--- config.mk ---
export PLATFORM = sky130hd
export DESIGN_NAME = hms_timer_core_flat
export DESIGN_NICKNAME = d
export VERILOG_FILES = /design/src/rtl/hms_timer_core_if.sv /design/src/rtl/hms_timer_core.sv /design/src/flat_wrapper.sv
export SDC_FILE = /design/constraint.sdc
export NUM_CORES = 1
export LEC_CHECK = 0
export BUFFER_PORTS_ARGS = -buffer_cell sky130_fd_sc_hd__buf_2
export CORE_MARGIN = 2
export CORE_UTILIZATION = 62
export CTS_CLUSTER_DIAMETER = 200
export DETAILED_ROUTE_END_ITERATION = 12
export PLACE_DENSITY = 0.87
export SYNTH_ARGS = -nofsm -noshare
export SYNTH_HDL_FRONTEND = slang
export SYNTH_SLANG_ARGS = --single-unit
--- constraint.sdc ---
create_clock -name oneSecClk -period 8.6 [get_ports oneSecClk]
set_input_delay 1.29 -clock oneSecClk [delete_from_list [all_inputs] [get_ports oneSecClk]]
set_output_delay 1.29 -clock oneSecClk [all_outputs]
set_load 0.1 [all_outputs]
--- src/rtl/hms_timer_core_if.sv ---
// Control, preset, count and display signals of the hours/minutes/seconds timer core.
// The master side drives the buttons, mode and preset fields and observes the counts and flags.
interface hms_timer_core_if;
  logic       i_run_btn;
  logic       i_lap_btn;
  logic       i_mode;
  logic       i_load;
  logic [6:0] i_pre_hour;
  logic [6:0] i_pre_min;
  logic [6:0] i_pre_sec;
  logic [6:0] o_cnt_hour;
  logic [6:0] o_cnt_min;
  logic [6:0] o_cnt_sec;
  logic [23:0] o_bcd;
  logic       o_running;
  logic       o_lap_active;
  logic       o_wrap;
  logic       o_done;

  modport master (
    output i_run_btn, i_lap_btn, i_mode, i_load, i_pre_hour, i_pre_min, i_pre_sec,
    input  o_cnt_hour, o_cnt_min, o_cnt_sec, o_bcd, o_running, o_lap_active, o_wrap, o_done
  );

  modport slave (
    input  i_run_btn, i_lap_btn, i_mode, i_load, i_pre_hour, i_pre_min, i_pre_sec,
    output o_cnt_hour, o_cnt_min, o_cnt_sec, o_bcd, o_running, o_lap_active, o_wrap, o_done
  );
endinterface

--- src/rtl/hms_timer_core.sv ---
// Hours/minutes/seconds stopwatch / countdown core running off the 1 Hz tick.
// Provides preset load, run/pause toggle, lap freeze, a rollover pulse, a sticky
// countdown-done flag and six packed BCD digits for the seven-segment decoders.
module hms_timer_core #(
  parameter int SEC_MAX   = 59,
  parameter int MIN_MAX   = 59,
  parameter int HOUR_MAX  = 23,
  parameter bit START_RUN = 1'b1
) (
  input logic                 oneSecClk,
  input logic                 reset,
  hms_timer_core_if.slave     bus
);

  localparam logic [6:0] L_SEC_MAX  = 7'(SEC_MAX);
  localparam logic [6:0] L_MIN_MAX  = 7'(MIN_MAX);
  localparam logic [6:0] L_HOUR_MAX = 7'(HOUR_MAX);

  // Clamp a preset field to its terminal value.
  function automatic logic [6:0] sat_field(input logic [6:0] v, input logic [6:0] vmax);
    return (v > vmax) ? vmax : v;
  endfunction

  // Split a 0..99 binary value into {tens, ones} BCD nibbles.
  function automatic logic [7:0] to_bcd(input logic [6:0] v);
    logic [3:0] tens;
    logic [3:0] ones;
    tens = 4'(v / 7'd10);
    ones = 4'(v % 7'd10);
    return {tens, ones};
  endfunction

  logic [6:0] r_hour, r_min, r_sec;
  logic [6:0] r_lap_hour, r_lap_min, r_lap_sec;
  logic       r_running, r_lap_active, r_wrap, r_done;
  logic       r_run_prev, r_lap_prev;

  logic [6:0] w_hour_nxt, w_min_nxt, w_sec_nxt;
  logic       w_running_nxt, w_done_nxt, w_wrap_nxt;
  logic       w_run_edge, w_lap_edge, w_zero;
  logic [6:0] w_disp_hour, w_disp_min, w_disp_sec;

  assign w_run_edge = bus.i_run_btn & ~r_run_prev;
  assign w_lap_edge = bus.i_lap_btn & ~r_lap_prev;
  assign w_zero     = (r_hour == 7'd0) && (r_min == 7'd0) && (r_sec == 7'd0);

  // Next count and control state; later branches override earlier ones (load > run toggle > count).
  always_comb begin
    w_hour_nxt    = r_hour;
    w_min_nxt     = r_min;
    w_sec_nxt     = r_sec;
    w_running_nxt = r_running;
    w_done_nxt    = r_done;
    w_wrap_nxt    = 1'b0;

    if (r_running) begin
      if (!bus.i_mode) begin
        if (r_sec < L_SEC_MAX) begin
          w_sec_nxt = r_sec + 7'd1;
        end else begin
          w_sec_nxt = 7'd0;
          if (r_min < L_MIN_MAX) begin
            w_min_nxt = r_min + 7'd1;
          end else begin
            w_min_nxt = 7'd0;
            if (r_hour < L_HOUR_MAX) begin
              w_hour_nxt = r_hour + 7'd1;
            end else begin
              w_hour_nxt = 7'd0;
              w_wrap_nxt = 1'b1;
            end
          end
        end
      end else if (w_zero) begin
        // Already at zero while counting down: hold rather than underflow.
        w_running_nxt = 1'b0;
        w_done_nxt    = 1'b1;
      end else begin
        if (r_sec != 7'd0) begin
          w_sec_nxt = r_sec - 7'd1;
        end else begin
          w_sec_nxt = L_SEC_MAX;
          if (r_min != 7'd0) begin
            w_min_nxt = r_min - 7'd1;
          end else begin
            w_min_nxt  = L_MIN_MAX;
            w_hour_nxt = r_hour - 7'd1;
          end
        end
        if ((w_hour_nxt == 7'd0) && (w_min_nxt == 7'd0) && (w_sec_nxt == 7'd0)) begin
          w_running_nxt = 1'b0;
          w_done_nxt    = 1'b1;
        end
      end
    end

    if (w_run_edge) begin
      if (bus.i_mode && w_zero) begin
        // Starting a countdown from zero is refused and reported as done.
        w_running_nxt = 1'b0;
        w_done_nxt    = 1'b1;
      end else begin
        w_running_nxt = ~r_running;
        if (!bus.i_mode) w_done_nxt = 1'b0;
      end
    end

    if (bus.i_load) begin
      w_hour_nxt    = sat_field(bus.i_pre_hour, L_HOUR_MAX);
      w_min_nxt     = sat_field(bus.i_pre_min, L_MIN_MAX);
      w_sec_nxt     = sat_field(bus.i_pre_sec, L_SEC_MAX);
      w_running_nxt = 1'b0;
      w_done_nxt    = 1'b0;
      w_wrap_nxt    = 1'b0;
    end
  end

  // Register count, flags and button history; history resets high so a held button cannot toggle.
  always_ff @(posedge oneSecClk) begin
    if (!reset) begin
      r_hour     <= 7'd0;
      r_min      <= 7'd0;
      r_sec      <= 7'd0;
      r_running  <= START_RUN;
      r_done     <= 1'b0;
      r_wrap     <= 1'b0;
      r_run_prev <= 1'b1;
      r_lap_prev <= 1'b1;
    end else begin
      r_hour     <= w_hour_nxt;
      r_min      <= w_min_nxt;
      r_sec      <= w_sec_nxt;
      r_running  <= w_running_nxt;
      r_done     <= w_done_nxt;
      r_wrap     <= w_wrap_nxt;
      r_run_prev <= bus.i_run_btn;
      r_lap_prev <= bus.i_lap_btn;
    end
  end

  // Lap freeze: first edge snapshots the pre-update count, second edge releases the display.
  always_ff @(posedge oneSecClk) begin
    if (!reset) begin
      r_lap_active <= 1'b0;
      r_lap_hour   <= 7'd0;
      r_lap_min    <= 7'd0;
      r_lap_sec    <= 7'd0;
    end else if (w_lap_edge) begin
      if (!r_lap_active) begin
        r_lap_hour   <= r_hour;
        r_lap_min    <= r_min;
        r_lap_sec    <= r_sec;
        r_lap_active <= 1'b1;
      end else begin
        r_lap_active <= 1'b0;
      end
    end
  end

  assign w_disp_hour = r_lap_active ? r_lap_hour : r_hour;
  assign w_disp_min  = r_lap_active ? r_lap_min  : r_min;
  assign w_disp_sec  = r_lap_active ? r_lap_sec  : r_sec;

  assign bus.o_cnt_hour   = r_hour;
  assign bus.o_cnt_min    = r_min;
  assign bus.o_cnt_sec    = r_sec;
  assign bus.o_bcd        = {to_bcd(w_disp_hour), to_bcd(w_disp_min), to_bcd(w_disp_sec)};
  assign bus.o_running    = r_running;
  assign bus.o_lap_active = r_lap_active;
  assign bus.o_wrap       = r_wrap;
  assign bus.o_done       = r_done;

endmodule

--- src/flat_wrapper.sv ---
// flat-port wrapper written by rule: the top's interface ports become plain ports
module hms_timer_core_flat 
#(
  parameter int SEC_MAX   = 59,
  parameter int MIN_MAX   = 59,
  parameter int HOUR_MAX  = 23,
  parameter bit START_RUN = 1'b1
)
  (oneSecClk, reset, bus_i_run_btn, bus_i_lap_btn, bus_i_mode, bus_i_load, bus_i_pre_hour, bus_i_pre_min, bus_i_pre_sec, bus_o_cnt_hour, bus_o_cnt_min, bus_o_cnt_sec, bus_o_bcd, bus_o_running, bus_o_lap_active, bus_o_wrap, bus_o_done);
  hms_timer_core_if bus_i ();
  input logic oneSecClk;
  input logic reset;
  input wire logic [$bits(bus_i.i_run_btn)-1:0] bus_i_run_btn;
  input wire logic [$bits(bus_i.i_lap_btn)-1:0] bus_i_lap_btn;
  input wire logic [$bits(bus_i.i_mode)-1:0] bus_i_mode;
  input wire logic [$bits(bus_i.i_load)-1:0] bus_i_load;
  input wire logic [$bits(bus_i.i_pre_hour)-1:0] bus_i_pre_hour;
  input wire logic [$bits(bus_i.i_pre_min)-1:0] bus_i_pre_min;
  input wire logic [$bits(bus_i.i_pre_sec)-1:0] bus_i_pre_sec;
  output wire logic [$bits(bus_i.o_cnt_hour)-1:0] bus_o_cnt_hour;
  output wire logic [$bits(bus_i.o_cnt_min)-1:0] bus_o_cnt_min;
  output wire logic [$bits(bus_i.o_cnt_sec)-1:0] bus_o_cnt_sec;
  output wire logic [$bits(bus_i.o_bcd)-1:0] bus_o_bcd;
  output wire logic [$bits(bus_i.o_running)-1:0] bus_o_running;
  output wire logic [$bits(bus_i.o_lap_active)-1:0] bus_o_lap_active;
  output wire logic [$bits(bus_i.o_wrap)-1:0] bus_o_wrap;
  output wire logic [$bits(bus_i.o_done)-1:0] bus_o_done;
  assign bus_i.i_run_btn = bus_i_run_btn;
  assign bus_i.i_lap_btn = bus_i_lap_btn;
  assign bus_i.i_mode = bus_i_mode;
  assign bus_i.i_load = bus_i_load;
  assign bus_i.i_pre_hour = bus_i_pre_hour;
  assign bus_i.i_pre_min = bus_i_pre_min;
  assign bus_i.i_pre_sec = bus_i_pre_sec;
  assign bus_o_cnt_hour = bus_i.o_cnt_hour;
  assign bus_o_cnt_min = bus_i.o_cnt_min;
  assign bus_o_cnt_sec = bus_i.o_cnt_sec;
  assign bus_o_bcd = bus_i.o_bcd;
  assign bus_o_running = bus_i.o_running;
  assign bus_o_lap_active = bus_i.o_lap_active;
  assign bus_o_wrap = bus_i.o_wrap;
  assign bus_o_done = bus_i.o_done;
  hms_timer_core #(.SEC_MAX(SEC_MAX), .MIN_MAX(MIN_MAX), .HOUR_MAX(HOUR_MAX), .START_RUN(START_RUN)) u_core (.oneSecClk(oneSecClk), .reset(reset), .bus(bus_i));
endmodule
==> summary.md <==
| Metric | Value |
|---|---|
| Warnings, synthesis | `0` |
| Number of I/O port buffers | `75` |
| Die ar. | `approximately 8000 µm²` |
| Achievable Freq | `between 0.15 and 0.2 GHz` |
| Max IR drop VDD | `between 0.0001 and 0.00015 V` |
| Status | `finished clean` |
| CP Capture Type | `output port` |
| Yosys reg bits | `between 40 and 50` |
| Detail Route Antenna Nets | `0` |
| EDFF count, synth | `0` |
| Worst setup SP type | `register` |
| DP Wirelength | `9.00 mm` |
| Fill cells | `approximately 630` |
| Least-Margin Pin Slew | `roughly 1.2 ns` |
| Power per cell area | `186 nW/µm²` |
| Layout Skew | `0.00596 ns` |
| Share of power burned in registers | `29.8%` |
| Combinational share of power | `54.1%` |
| Placed Instance Area | `between 4000 and 5000 µm²` |
| Final Power | `just over 0.9 mW` |
| Worst skew pair latency | `roughly 0.31 ns` |
| Cells after Synth | `about 630` |
| Std cell rows | `31` |
| DP Cell Count | `approximately 750` |
| Leakage power | `1.90 nW` |
| Largest net degree at the start of global routing | `38` |
| Clk sinks | `48` |
| Nets | `695` |
| Diode count | `0` |
| CTS-repair resized insts | `0` |
| Max-cap violations | `0` |
| Detailed Routing Iterations Pass 1 | `6` |
| Iteration-0 DRC Markers | `327` |
| Dominant synthesized flop cell | `dfxtp_1` |
| Clock power share | `16.0%` |
| Slew HR | `17.9%` |
| Total track usage | `between 30 and 40%` |
| DR WL/cell | `16.5 µm` |
| First-pass GRT wire length | `19.8 mm` |
| Syn_area_per_cell | `7.18 µm²` |
| Via/cell ratio | `approximately 6.5` |
| Core area | `7140 µm²` |
| Io pins | `76` |
| Worst Path Max Fanout | `35` |
| Post-Route WL | `roughly 13 mm` |
| Internal power | `0.416 mW` |
| Gr ovfl total | `0` |
| Register area share after synthesis | `21.4%` |
| Clock H-tree levels | `2` |
| Initial antenna violation count | `0` |
| Worst Path Arrival | `around 4.4 ns` |
| Die Y | `approximately 90 µm` |
| CTS max path bufs | `2` |
| DRC Markers | `0` |
| Final hold vios | `0` |
| Post-Layout Cell Count | `757` |
| CTS clk-pin slew, worst paths | `0.09 ns` |
| Path type of the worst setup path | `reg2out` |
| Share of cells above drive strength 1 | `18.1%` |
| Cts hold-fix bufs | `0` |
| Starting Density | `roughly 63%` |
| Final non-filler cell area | `approximately 4900 µm²` |
| Post-CTS setup buffers | `0` |
| RSZ-0062 raised after global routing | `no` |
| Clock Root Buffer | `clkbuf_8` |
| Finish-stage setup viols | `0` |
| Vias | `between 4,000 and 5,000` |
| Post-synth ARST share | `0%` |
| Layout area overhead | `8.11%` |
| TNS Setup | `0 ns` |
| Mapped Nets | `approximately 660` |
| Final Cycle Share | `65.9%` |
| Mapped cell area | `around 4500 µm²` |
| Post-synthesis cell type count | `81` |
| Class of the tightest hold or removal check | `reg2reg` |
| Vias in the first global route | `between 4,000 and 5,000` |
| Slew Limit Fails | `0` |
| CP Data Required Time | `7.31 ns` |
| RD Place Congestion | `0.928` |
| Total CTS buffers | `5` |
| Switching power share of the total | `54.0%` |
| CTS tree | `done` |
| Tmin final | `5.67 ns` |
| Net Sw Power | `approximately 0.5 mW` |
| Die width | `approximately 90 µm` |
[layer usage]
layer,share of wire (%),vias to the layer above,global-route usage (%)
met5,0,-,0
met4,2.3,0,10.3
met3,7.6,39,3.97
met2,46,246,50.0
met1,44,2294,41.9
li1,-,2368,-
[final timing paths]
kind / startpoint / endpoint / slack, ns / depth (start not counted)
max reg2reg: u_core.bus.o_cnt_sec[0] / u_core.bus.o_running / 5.73 / 7
max: u_core.bus.o_lap_active / bus_o_bcd[17] / 2.93 / 11
min: u_core.r_lap_min[3] / u_core.r_lap_min[3] / 0.46 / 2
min reg2reg: u_core.r_lap_min[3] / u_core.r_lap_min[3] / 0.46 / 2
[cells in the mapped netlist, types with 3 or more instances]
cell | n | area share (%)
a31oi_1 | 6 | 0.84
nand3_1 | 26 | 2.9
a21o_1 | 8 | 1.3
o21ai_0 | 26 | 2.9
a32o_1 | 3 | 0.67
buf_4 | 3 | 0.50
mux2_2 | 13 | 3.3
dfxtp_1 | 48 | 21
buf_2 | 8 | 0.89
buf_6 | 4 | 1.0
a22oi_1 | 3 | 0.50
nor2b_1 | 3 | 0.42
nor4_1 | 5 | 0.70
mux2i_1 | 20 | 4.5
o31ai_1 | 6 | 1.0
a311oi_1 | 3 | 0.59
a211oi_1 | 11 | 1.8
o32ai_1 | 3 | 0.59
nor3_1 | 21 | 2.3
nand4_1 | 8 | 1.1
xnor2_1 | 13 | 2.5
inv_1 | 15 | 1.3
o221ai_1 | 8 | 1.6
xor2_1 | 5 | 0.97
a211o_1 | 3 | 0.59
ha_1 | 11 | 3.1
a21oi_1 | 63 | 7.0
nand2b_1 | 9 | 1.3
clkbuf_1 | 36 | 3.0
o211ai_1 | 11 | 1.8
o21a_1 | 3 | 0.50
and3_1 | 4 | 0.56
nand3b_1 | 3 | 0.50
nand2_1 | 89 | 7.4
a221oi_1 | 5 | 0.97
or3_1 | 4 | 0.56
and2_1 | 3 | 0.42
nor2_1 | 54 | 4.5
o22ai_1 | 8 | 1.1
[sequential cells by signal, summed over array words and instances, names as in the netlist]
| name | flops |
|---|---|
| u_core.r_lap_prev | 1 |
| u_core.bus.o_lap_active | 1 |
| u_core.bus.o_cnt_min | 7 |
| u_core.r_lap_sec | 7 |
| u_core.r_lap_min | 7 |
| u_core.bus.o_cnt_sec | 7 |
| u_core.bus.o_wrap | 1 |
| u_core.r_lap_hour | 7 |
| u_core.bus.o_cnt_hour | 7 |
| u_core.bus.o_running | 1 |
| u_core.bus.o_done | 1 |
| u_core.r_run_prev | 1 |
[logic make-up after synthesis]
| group | Yosys count | synth area share, % |
|---|---|---|
| fa+ha+maj | 13 | 3.51 |
| xor+xnor | 18 | 3.51 |
| compound gates | 197 | 29.5 |
| flops | 48 | 21.4 |
| buf+inv | 68 | 6.82 |
| mux | 35 | 8.36 |
| simple gates | 247 | 26.9 |
[power groups by stage]
stage | Sequential [mW] | Clock (mW) | Combinational (mW)
after floorplan | 0.311 | 0 | 0.373
after global placement | 0.272 | 0 | 0.475
after detailed placement | 0.273 | 0 | 0.484
after CTS | 0.268 | 0.147 | 0.486
after global routing | 0.272 | 0.155 | 0.519
final | 0.270 | 0.145 | 0.490
[metrics by stage]
step	setup slack (ns)	hold WS, ns	util, %
floorplan	2.19	0.436	-
global placement	3.57	0.442	66.7
detailed placement	3.34	0.448	66.7
CTS	3.01	0.461	68.0
global route	2.60	0.487	68.0
finish	2.93	0.458	68.0
[cell usage in the layout, fill, tap and decap left out, drive strengths merged, types with 8 or more instances in the layout]
master and n:
a21oi 64, a21o 8, a211oi 11, nand2 90, ha 11, nor2 56, inv 16, o22ai 8
mux2 14, xnor2 13, nand4 9, mux2i 21, buf 76, dfxtp 48, nor3 22, o221ai 8
nand2b 9, o21ai 28, nand3 26, o211ai 12
[worst max-delay path: stages, from the launching register on]
cell     delay [ns]
dfxtp_2        0.48
buf_4          0.45
mux2i_1        0.83
nand2_1        0.39
a22oi_1        0.28
o22ai_1        0.10
a21oi_1        0.23
ha_1           0.34
nor2_1         0.10
a211o_1        0.31
xnor2_1        0.13
buf_2          0.44
[area by class of cell]
class                      instances  area (µm²)  area share (%)
multi-input combinational        510        3230            66.5
clock inverter                     2        15.0           0.309
sequential                        48         962            19.8
tap                               99         124            2.55
inverter                          16        60.1            1.24
clock buffer                       6        82.6            1.70
timing repair buffer              76         383            7.88
(Power assumes the default switching activity.)
